--- config.mk ---
export PLATFORM = sky130hd
export DESIGN_NAME = sc_n_adder_tree
export DESIGN_NICKNAME = d
export VERILOG_FILES = /design/src/rtl/sc_n_adder_tree.sv
export SDC_FILE = /design/constraint.sdc
export NUM_CORES = 1
export LEC_CHECK = 0
export CORE_MARGIN = 8
export CORE_UTILIZATION = 50
export CTS_BUF_LIST = sky130_fd_sc_hd__clkbuf_16
export CTS_CLUSTER_DIAMETER = 50
export CTS_CLUSTER_SIZE = 20
export DETAILED_ROUTE_END_ITERATION = 12
export PLACE_DENSITY_LB_ADDON = 0.05
export SLEW_MARGIN = 20
export SYNTH_ARGS = -nofsm -noshare
export SYNTH_HDL_FRONTEND = slang
export SYNTH_SLANG_ARGS = --single-unit
--- constraint.sdc ---
create_clock -name clk -period 3.6 [get_ports clk]
set_clock_uncertainty 0.2 [all_clocks]
set_input_delay 0.9 -clock clk [delete_from_list [all_inputs] [get_ports clk]]
set_output_delay 0.9 -clock clk [all_outputs]
set_load 0.005 [all_outputs]
--- src/rtl/sc_n_adder_tree.sv ---
// Stochastic scaled adder: N bitstreams through a registered, LFSR-selected 2:1 mux tree.
// Define SC_TREE_COUNT_EN to add the per-stream ones counter (ones_count / count_valid).

module sc_n_adder_tree_level #(
  parameter int W = 2
) (
  input  logic           clk,
  input  logic           rst,
  input  logic           sel,
  input  logic [W-1:0]   d,
  output logic [W/2-1:0] q
);
  always_ff @(posedge clk or negedge rst) begin
    if (!rst) q <= '0;
    else for (int j = 0; j < W/2; j++) q[j] <= sel ? d[2*j+1] : d[2*j];
  end
endmodule

module sc_n_adder_tree #(
  parameter int              N          = 8,
  parameter int              STREAM_LEN = 256,
  parameter int              LFSR_W     = 16,
  parameter logic [LFSR_W-1:0] SEED     = 16'hACE1,
  localparam int             CW         = $clog2(STREAM_LEN + 1)
) (
  input  logic          clk,
  input  logic          rst,
  input  logic          start,
  input  logic          in_valid,
  output logic          in_ready,
  input  logic [N-1:0]  inputs,
  output logic          out_valid,
  output logic          sum,
  output logic          busy,
  output logic          stream_done
`ifdef SC_TREE_COUNT_EN
  ,
  output logic [CW-1:0] ones_count,
  output logic          count_valid
`endif
);
  localparam int L = $clog2(N);
  localparam int P = 1 << L;
  localparam logic [CW-1:0] LAST = CW'(STREAM_LEN - 1);

  localparam logic [1:0] S_IDLE  = 2'd0;
  localparam logic [1:0] S_RUN   = 2'd1;
  localparam logic [1:0] S_DRAIN = 2'd2;

  // Maximal-length Fibonacci feedback masks (bit i = tap i+1 of the polynomial).
  function automatic logic [LFSR_W-1:0] taps_for();
    case (LFSR_W)
      2:  return LFSR_W'(32'h0000_0003);
      3:  return LFSR_W'(32'h0000_0006);
      4:  return LFSR_W'(32'h0000_000C);
      5:  return LFSR_W'(32'h0000_0014);
      6:  return LFSR_W'(32'h0000_0030);
      7:  return LFSR_W'(32'h0000_0060);
      8:  return LFSR_W'(32'h0000_00B8);
      9:  return LFSR_W'(32'h0000_0110);
      10: return LFSR_W'(32'h0000_0240);
      11: return LFSR_W'(32'h0000_0500);
      12: return LFSR_W'(32'h0000_0829);
      13: return LFSR_W'(32'h0000_100D);
      14: return LFSR_W'(32'h0000_2015);
      15: return LFSR_W'(32'h0000_6000);
      16: return LFSR_W'(32'h0000_D008);
      17: return LFSR_W'(32'h0001_2000);
      18: return LFSR_W'(32'h0002_0400);
      19: return LFSR_W'(32'h0004_0023);
      20: return LFSR_W'(32'h0009_0000);
      21: return LFSR_W'(32'h0014_0000);
      22: return LFSR_W'(32'h0030_0000);
      23: return LFSR_W'(32'h0042_0000);
      24: return LFSR_W'(32'h00E1_0000);
      default: return LFSR_W'(32'h8020_0003);
    endcase
  endfunction
  localparam logic [LFSR_W-1:0] TAPS = taps_for();

  logic [1:0]        state;
  logic [CW-1:0]     in_cnt, out_cnt;
  logic [LFSR_W-1:0] lfsr;
  logic              accept, last_out;
  logic [L:0]        vld_pipe;
  logic [L:1]        vld_q;
  logic [2*P-2:0]    node;

  assign in_ready = (state == S_RUN);
  assign busy     = (state != S_IDLE);
  assign accept   = in_valid & in_ready;

  always_ff @(posedge clk or negedge rst) begin
    if (!rst) lfsr <= SEED;
    else      lfsr <= {lfsr[LFSR_W-2:0], ^(lfsr & TAPS)};
  end

  always_comb vld_pipe = {vld_q, accept};

  always_ff @(posedge clk or negedge rst) begin
    if (!rst) vld_q <= '0;
    else      vld_q <= vld_pipe[L-1:0];
  end
  assign out_valid = vld_pipe[L];

  // Data is gated by accept at the leaves, so bubbles flow as zeros and sum is 0 when not valid.
  // Heap-style packing: level k occupies node[2P - (2P>>k) +: P>>k]; the root is the top bit.
  assign node[P-1:0] = P'(inputs & {N{accept}});

  for (genvar l = 0; l < L; l++) begin : g_lvl
    localparam int WI = P >> l;
    localparam int OI = 2*P - ((2*P) >> l);
    localparam int OO = 2*P - ((2*P) >> (l+1));
    sc_n_adder_tree_level #(.W(WI)) u_lvl (
      .clk (clk),
      .rst (rst),
      .sel (lfsr[2*l+1]),
      .d   (node[OI +: WI]),
      .q   (node[OO +: WI/2])
    );
  end

  assign sum      = node[2*P-2];
  assign last_out = (state == S_DRAIN) && out_valid && (out_cnt == LAST);

  always_ff @(posedge clk or negedge rst) begin
    if (!rst) begin
      state       <= S_IDLE;
      in_cnt      <= '0;
      out_cnt     <= '0;
      stream_done <= 1'b0;
    end else begin
      stream_done <= 1'b0;
      case (state)
        S_IDLE: if (start) begin
          state   <= S_RUN;
          in_cnt  <= '0;
          out_cnt <= '0;
        end
        S_RUN: begin
          if (accept) begin
            in_cnt <= in_cnt + CW'(1);
            if (in_cnt == LAST) state <= S_DRAIN;
          end
          if (out_valid) out_cnt <= out_cnt + CW'(1);
        end
        S_DRAIN: if (out_valid) begin
          out_cnt <= out_cnt + CW'(1);
          if (last_out) begin
            state       <= S_IDLE;
            stream_done <= 1'b1;
          end
        end
        default: state <= S_IDLE;
      endcase
    end
  end

`ifdef SC_TREE_COUNT_EN
  always_ff @(posedge clk or negedge rst) begin
    if (!rst) begin
      ones_count  <= '0;
      count_valid <= 1'b0;
    end else begin
      count_valid <= last_out;
      if (state == S_IDLE && start) ones_count <= '0;
      else if (out_valid && sum)    ones_count <= ones_count + CW'(1);
    end
  end
`endif

endmodule
[Word-level counts from Yosys, hierarchy flattened]
Cells that the tools add are included.
Operators by class
  add/subtract/negate cells: 2
  eq/ne operators: 10
  multiplexer cells: 21
  bitwise logic cells: 2
  reductions and logical operators: 11
Operator list (number)
  $pmux 9 s2: 2
  $mux 9: 3
  $add 9x1->9 const B: 2
  $eq 9x8->1 const B: 2
  $reduce_xor 16->1: 1
  $mux 1: 10
  $mux 2: 5
  $and 8x8->8: 1
  $ne 2x1->1 const B: 3
  $ne 2x2->1 const B: 3
  $pmux 2 s3: 1
  $reduce_and 3->1: 2
  $reduce_bool 2->1: 3
  $reduce_and 5->1: 1
  $eq 2x1->1 const B: 1
  $eq 2x2->1 const B: 1
  $logic_and 1x1->1: 2
  $logic_not 2->1: 1
  $reduce_or 2->1: 1
  $and 1x1->1: 1
Storage, ports and cells
  register bits after elaboration: 47
  input bits: 12
  output and inout bits: 5
  word-level logic and storage cells: 55

[Logic depth before layout (Yosys ltp)]
  word-level depth: 6
  gate-level depth with buffers: 8
  gate-level depth less buffers: 8

[By module]
A second synthesis with hierarchy kept.
Second synthesis, totals
  cells, all modules: 196
  area, all modules: 2148.3 um2
By module, submodules not included
  sc_n_adder_tree: instances 1, cells an instance 182, area an instance 1890.6 um2, seq. area each 1011.0 um2
  sc_n_adder_tree_level at g_lvl[0].u_lvl: instances 1, cells an instance 8, area an instance 145.1 um2, seq. area each 100.1 um2
  sc_n_adder_tree_level at g_lvl[1].u_lvl: instances 1, cells an instance 4, area an instance 72.6 um2, seq. area each 50.0 um2
  sc_n_adder_tree_level at g_lvl[2].u_lvl: instances 1, cells an instance 2, area an instance 40.0 um2, seq. area each 25.0 um2

[Worst setup path before layout]
No wires, ideal clock.
  path kind: input-to-reg
  start: input port start
  end: register in_cnt[7]
  setup time: 0.077 ns
  arrival time: 1.825 ns
  required time: 3.323 ns
  setup slack: 1.497 ns
  stages: 5
  path buffers: 1
  cell sequence: buf_2 nand2b_4 nand3_2 or4_1 a21oi_1
Between the ends
  longest elaborated chain between the ends: 2
RTL lines
  start, declared: RTL line 28  | input logic start,
  $ne 2x2->1 (no source line)
  $reduce_and 3->1 (no source line)
  end signal, assigned: RTL line 142  | in_cnt <= in_cnt + CW'(1);
  end, declared: RTL line 82  | logic [CW-1:0] in_cnt, out_cnt;
Every way passes these cells.
A chain may end at the register's enable or synchronous reset.

[Final worst setup path]
  start: register state[1]
  end: output port in_ready
Between the ends
  longest elaborated chain between the ends: 1
RTL lines
  start, declared: RTL line 81  | logic [1:0] state;
  start signal, assigned: RTL line 128  | state <= S_IDLE;
  start signal, assigned: RTL line 136  | state <= S_RUN;
  start signal, assigned: RTL line 143  | if (in_cnt == LAST) state <= S_DRAIN;
  $eq 2x1->1: RTL line 89  | assign in_ready = (state == S_RUN);
  end, declared: RTL line 30  | output logic in_ready,
Every way passes these cells.

==> impl_summary.txt <==
----------------------------------------------------
[Outcome]
  Result of the run ... complete, no violations

[Global route]
  Global-route wire length before repair ... 6310 um
  Total grt overflow ... 0
  Antenna violations before repair ... 0
  Number of global-route vias before repair ... 1392
  All-layer global routing usage ... 0.125
  Maximum number of pins on one net before global-route repair ... between 40 and 50

[Synthesis]
  Fraction of registers with async set/reset ... 1.00
  Syn. warnings ... 0
  Number of enable-type register cells in the synthesized netlist ... 0
  Count of distinct cell types in the synthesized netlist ... 39
  Sequential element share of the synthesized area ... 0.567
  Mean Syn Cell Area ... 11.1 um2
  Seq cells post-synth ... 47
  Post-synthesis cell count ... 188
  Most common flop cell mapped by yosys ... sky130_fd_sc_hd__dfrtp_1
  Synthesized netlist net count ... about 210
  Netlist area before placement ... 0.00209 mm2

[STA]
  Final setup viols ... 0
  Slew at the pin closest to its max-slew limit ... 0.527 ns
  Post-route clock period utilization ... 0.833
  Setup TNS ... 0 ns
  Pins over their slew limit ... 0
  Final worst setup slack ... 0.603 ns
  Final Hold Vio Count ... 0
  Final Hold Slack ... about 0.14 ns
  Maximum clock frequency ... 334 MHz
  Remaining max-slew budget at the tightest pin ... 0.638
  RSZ-0062 raised after global routing ... no
  Min Tclk post-route ... 3.00 ns

[Drt]
  Residual DRC ... 0
  Highest layer used for signal routing ... met4
  Post-DR wirelength/cell ... between 10 and 15 um
  Met1 routed wirelength after detailed routing ... roughly 1700 um
  Detailed route wirelength on metal3 ... 206 um
  Drt via density ... 5.59
  Detailed Route WL ... 3730 um
  Post-detailed-route count of antenna-violating nets ... 0
  Routed wl met2 ... 1800 um
  Vias ... between 1000 and 1500
  Initial DRC Count ... 91
  Router iterations before antenna repair ... 4

[Place]
  Gp weighted congestion ... 0.850
  Count of input and output buffers ... 16
  Worst-case setup slack after placement ... 0.780 ns
  Total half-perimeter wirelength after legalization and detailed placement ... 2610 um

[Die]
  Die Y ... roughly 80 um
  Core area ... 0.00400 mm2
  Starting density of the core ... 0.523
  # IOs ... 17
  Core Rows ... 23
  Die Footprint ... around 0.0065 mm2
  Chip Width ... 80.7 um

[Worst setup path]
  Required arrival time at the worst endpoint ... 2.50 ns
  Setup slack, reg-to-reg ... between 1 and 1.5 ns
  Crit end category ... output pin
  Sequence of cells on the critical path ... inv_1 -> ha_1 -> clkdlybuf4s50_1
  Crit path launch type ... flip-flop
  Start of the worst register-to-register path ... state[1]
  Launch point of the critical path ... state[1]
  CP max FO ... 15
  Crit path max-delay cell type ... sky130_fd_sc_hd__clkdlybuf4s50_1
  Endpoint of the lowest-slack register-to-register path ... in_cnt[7]
  Start-to-end type of the worst setup path ... flip-flop to output pin
  FF-to-FF path depth ... 6
  Arrival @ worst endpoint ... 1.90 ns
  Delay of the slowest critical-path stage ... just over 0.6 ns

[Power and ir drop]
  Fraction of power consumed by combinational cells ... 0.248
  Cell internal power dissipation ... around 980 uW
  Power Dens Cells ... 596 mW/mm2
  Peak ir drop on the vdd network ... 0.000341 V
  Sequential cell fraction of total power ... 0.440
  Clk pwr share ... 0.312
  Reported net switching power ... 464 uW
  Leak ... 0.00107 uW
  Switching portion of total power ... 0.322

[Finish]
  Number of nets in the final layout ... 224
  Area growth, synth to finish ... 15.7%
  Antenna diodes ... 0
  Layout cell share with drive strength beyond 1 ... 0.127
  Final core utilization ... 0.605

[CTS]
  Sinks on Clock Net ... 47
  Worst-path clk slew ... 0.06 ns
  CTS tree ... yes
  Clock insertion delay at the later pin of the skew report ... 0.28 ns
  Post-cts gate resize count ... 0
  Maximum count of clock buffers along a single path ... 2
  Root Buffer Master ... sky130_fd_sc_hd__clkbuf_16
  Count of buffers added by post-CTS timing repair for setup ... 0
  Cts hold-fix bufs ... 0
  CTS H-Tree Depth ... 2
  Number of clock buffers inserted by TritonCTS ... 5

[Hold path]
  Hold WC Path Type ... flip-flop to flip-flop
  Worst Min Path Start ... vld_q[1]
  Endpoint of the worst hold path ... vld_q[2]
  Worst hold stages ... 0

[Job]
  Number of max-capacitance violations reported ... 0

----------------------------------------------------
-- logic make-up after synthesis --
kind of cell / synth area share
XOR/XNOR: 0.0461
AND/OR/NAND/NOR: 0.172
multiplexers: 0.0455
adder cells (fa/ha/maj): 0.0479
buffers and inverters: 0.0353
flip-flops: 0.567
AO/OA/AOI/OAI: 0.0862
-- routing by layer --
metal / up-vias / track usage
met1: 688 / 0.153
met2: 41 / 0.198
met4: 0 / 0.0518
met3: 5 / 0.0391
met5: - / 0
li1: 692 / -
-- area by class of cell --
type / instances / area [um2]
Tap cell: 50 / 62.6
Fill cell: 323 / 1580
Inverter: 9 / 33.8
Clock inverter: 3 / 22.5
Sequential cell: 47 / 1190
Multi-Input combinational cell: 125 / 831
Timing Repair Buffer: 16 / 158
Clock buffer: 5 / 125
-- state kept, by name, indices dropped and copies added (netlist names) --
name / flops
vld_q: 3
state: 2
out_cnt: 9
in_cnt: 9
stream_done: 1
lfsr: 16
g_lvl.u_lvl.q: 7
-- Yosys cell counts, types with 2 or more instances --
library cell / instances / area [um2]
sky130_fd_sc_hd__nor3_1: 6 / 30.0
sky130_fd_sc_hd__nor2_1: 22 / 82.6
sky130_fd_sc_hd__nor3b_1: 2 / 15.0
sky130_fd_sc_hd__nand3_1: 7 / 35.0
sky130_fd_sc_hd__nor2b_1: 2 / 12.5
sky130_fd_sc_hd__buf_2: 4 / 20.0
sky130_fd_sc_hd__nor4_1: 4 / 25.0
sky130_fd_sc_hd__mux2_2: 4 / 45.0
sky130_fd_sc_hd__mux2i_1: 5 / 50.1
sky130_fd_sc_hd__o221ai_1: 2 / 17.5
sky130_fd_sc_hd__a221o_1: 2 / 20.0
sky130_fd_sc_hd__a21oi_1: 6 / 30.0
sky130_fd_sc_hd__xnor2_1: 8 / 70.1
sky130_fd_sc_hd__o22a_1: 2 / 17.5
sky130_fd_sc_hd__xor2_1: 3 / 26.3
sky130_fd_sc_hd__dfstp_2: 8 / 210
sky130_fd_sc_hd__dfrtp_1: 39 / 976
sky130_fd_sc_hd__nand4_1: 5 / 31.3
sky130_fd_sc_hd__inv_1: 9 / 33.8
sky130_fd_sc_hd__and3_1: 2 / 12.5
sky130_fd_sc_hd__o21ai_0: 5 / 25.0
sky130_fd_sc_hd__ha_1: 8 / 100
sky130_fd_sc_hd__o22ai_1: 3 / 18.8
sky130_fd_sc_hd__nand2_1: 15 / 56.3
-- through the flow --
| step | std cells | power (uW) | instance area [um2] |
|---|---|---|---|
| 2_1_floorplan | 188 | 887 | 2090 |
| 3_3_place_gp | 247 | 983 | 2270 |
| 3_5_place_dp | 247 | 997 | 2270 |
| 4_1_cts | 255 | 1460 | 2420 |
| 5_1_grt | 255 | 1530 | 2420 |
| 6_report | 255 | 1440 | 2420 |
-- cell usage in the layout, fill, tap and decap left out, types with 4 or more instances in the layout --
| master | instances |
|---|---|
| sky130_fd_sc_hd__a21oi_1 | 6 |
| sky130_fd_sc_hd__xnor2_1 | 8 |
| sky130_fd_sc_hd__nor3_1 | 6 |
| sky130_fd_sc_hd__clkdlybuf4s50_1 | 15 |
| sky130_fd_sc_hd__mux2i_1 | 5 |
| sky130_fd_sc_hd__nor2_1 | 22 |
| sky130_fd_sc_hd__ha_1 | 8 |
| sky130_fd_sc_hd__mux2_2 | 4 |
| sky130_fd_sc_hd__nand2_1 | 15 |
| sky130_fd_sc_hd__clkbuf_16 | 5 |
| sky130_fd_sc_hd__nor4_1 | 4 |
| sky130_fd_sc_hd__nand3_1 | 7 |
| sky130_fd_sc_hd__dfstp_2 | 8 |
| sky130_fd_sc_hd__inv_1 | 9 |
| sky130_fd_sc_hd__dfrtp_1 | 39 |
| sky130_fd_sc_hd__nand4_1 | 5 |
| sky130_fd_sc_hd__o21ai_0 | 5 |
-- power groups by stage --
stage	sequential (uW)	combinational [uW]	clock (uW)
after detailed placement	642	354	0
after global routing	645	398	486
after global placement	639	344	0
after floorplan	624	264	0
final	635	358	450
after CTS	633	359	464
-- worst max-delay path by stage --
| stage | to | depth (start not counted) |
|---|---|---|
| after floorplan | in_cnt[7] | 5 |
| after global placement | in_cnt[7] | 5 |
| after detailed placement | in_cnt[7] | 5 |
| after CTS | busy | 4 |
| after global routing | busy | 4 |
| final | in_ready | 3 |
-- critical path, delay by kind of cell (launching register included) --
kind                     cells  cell delay, ns
flip-flops                   1            0.40
adder cells (fa/ha/maj)      1            0.48
buffers and inverters        2            0.74
No activity file was read; power rests on OpenSTA's default activity.
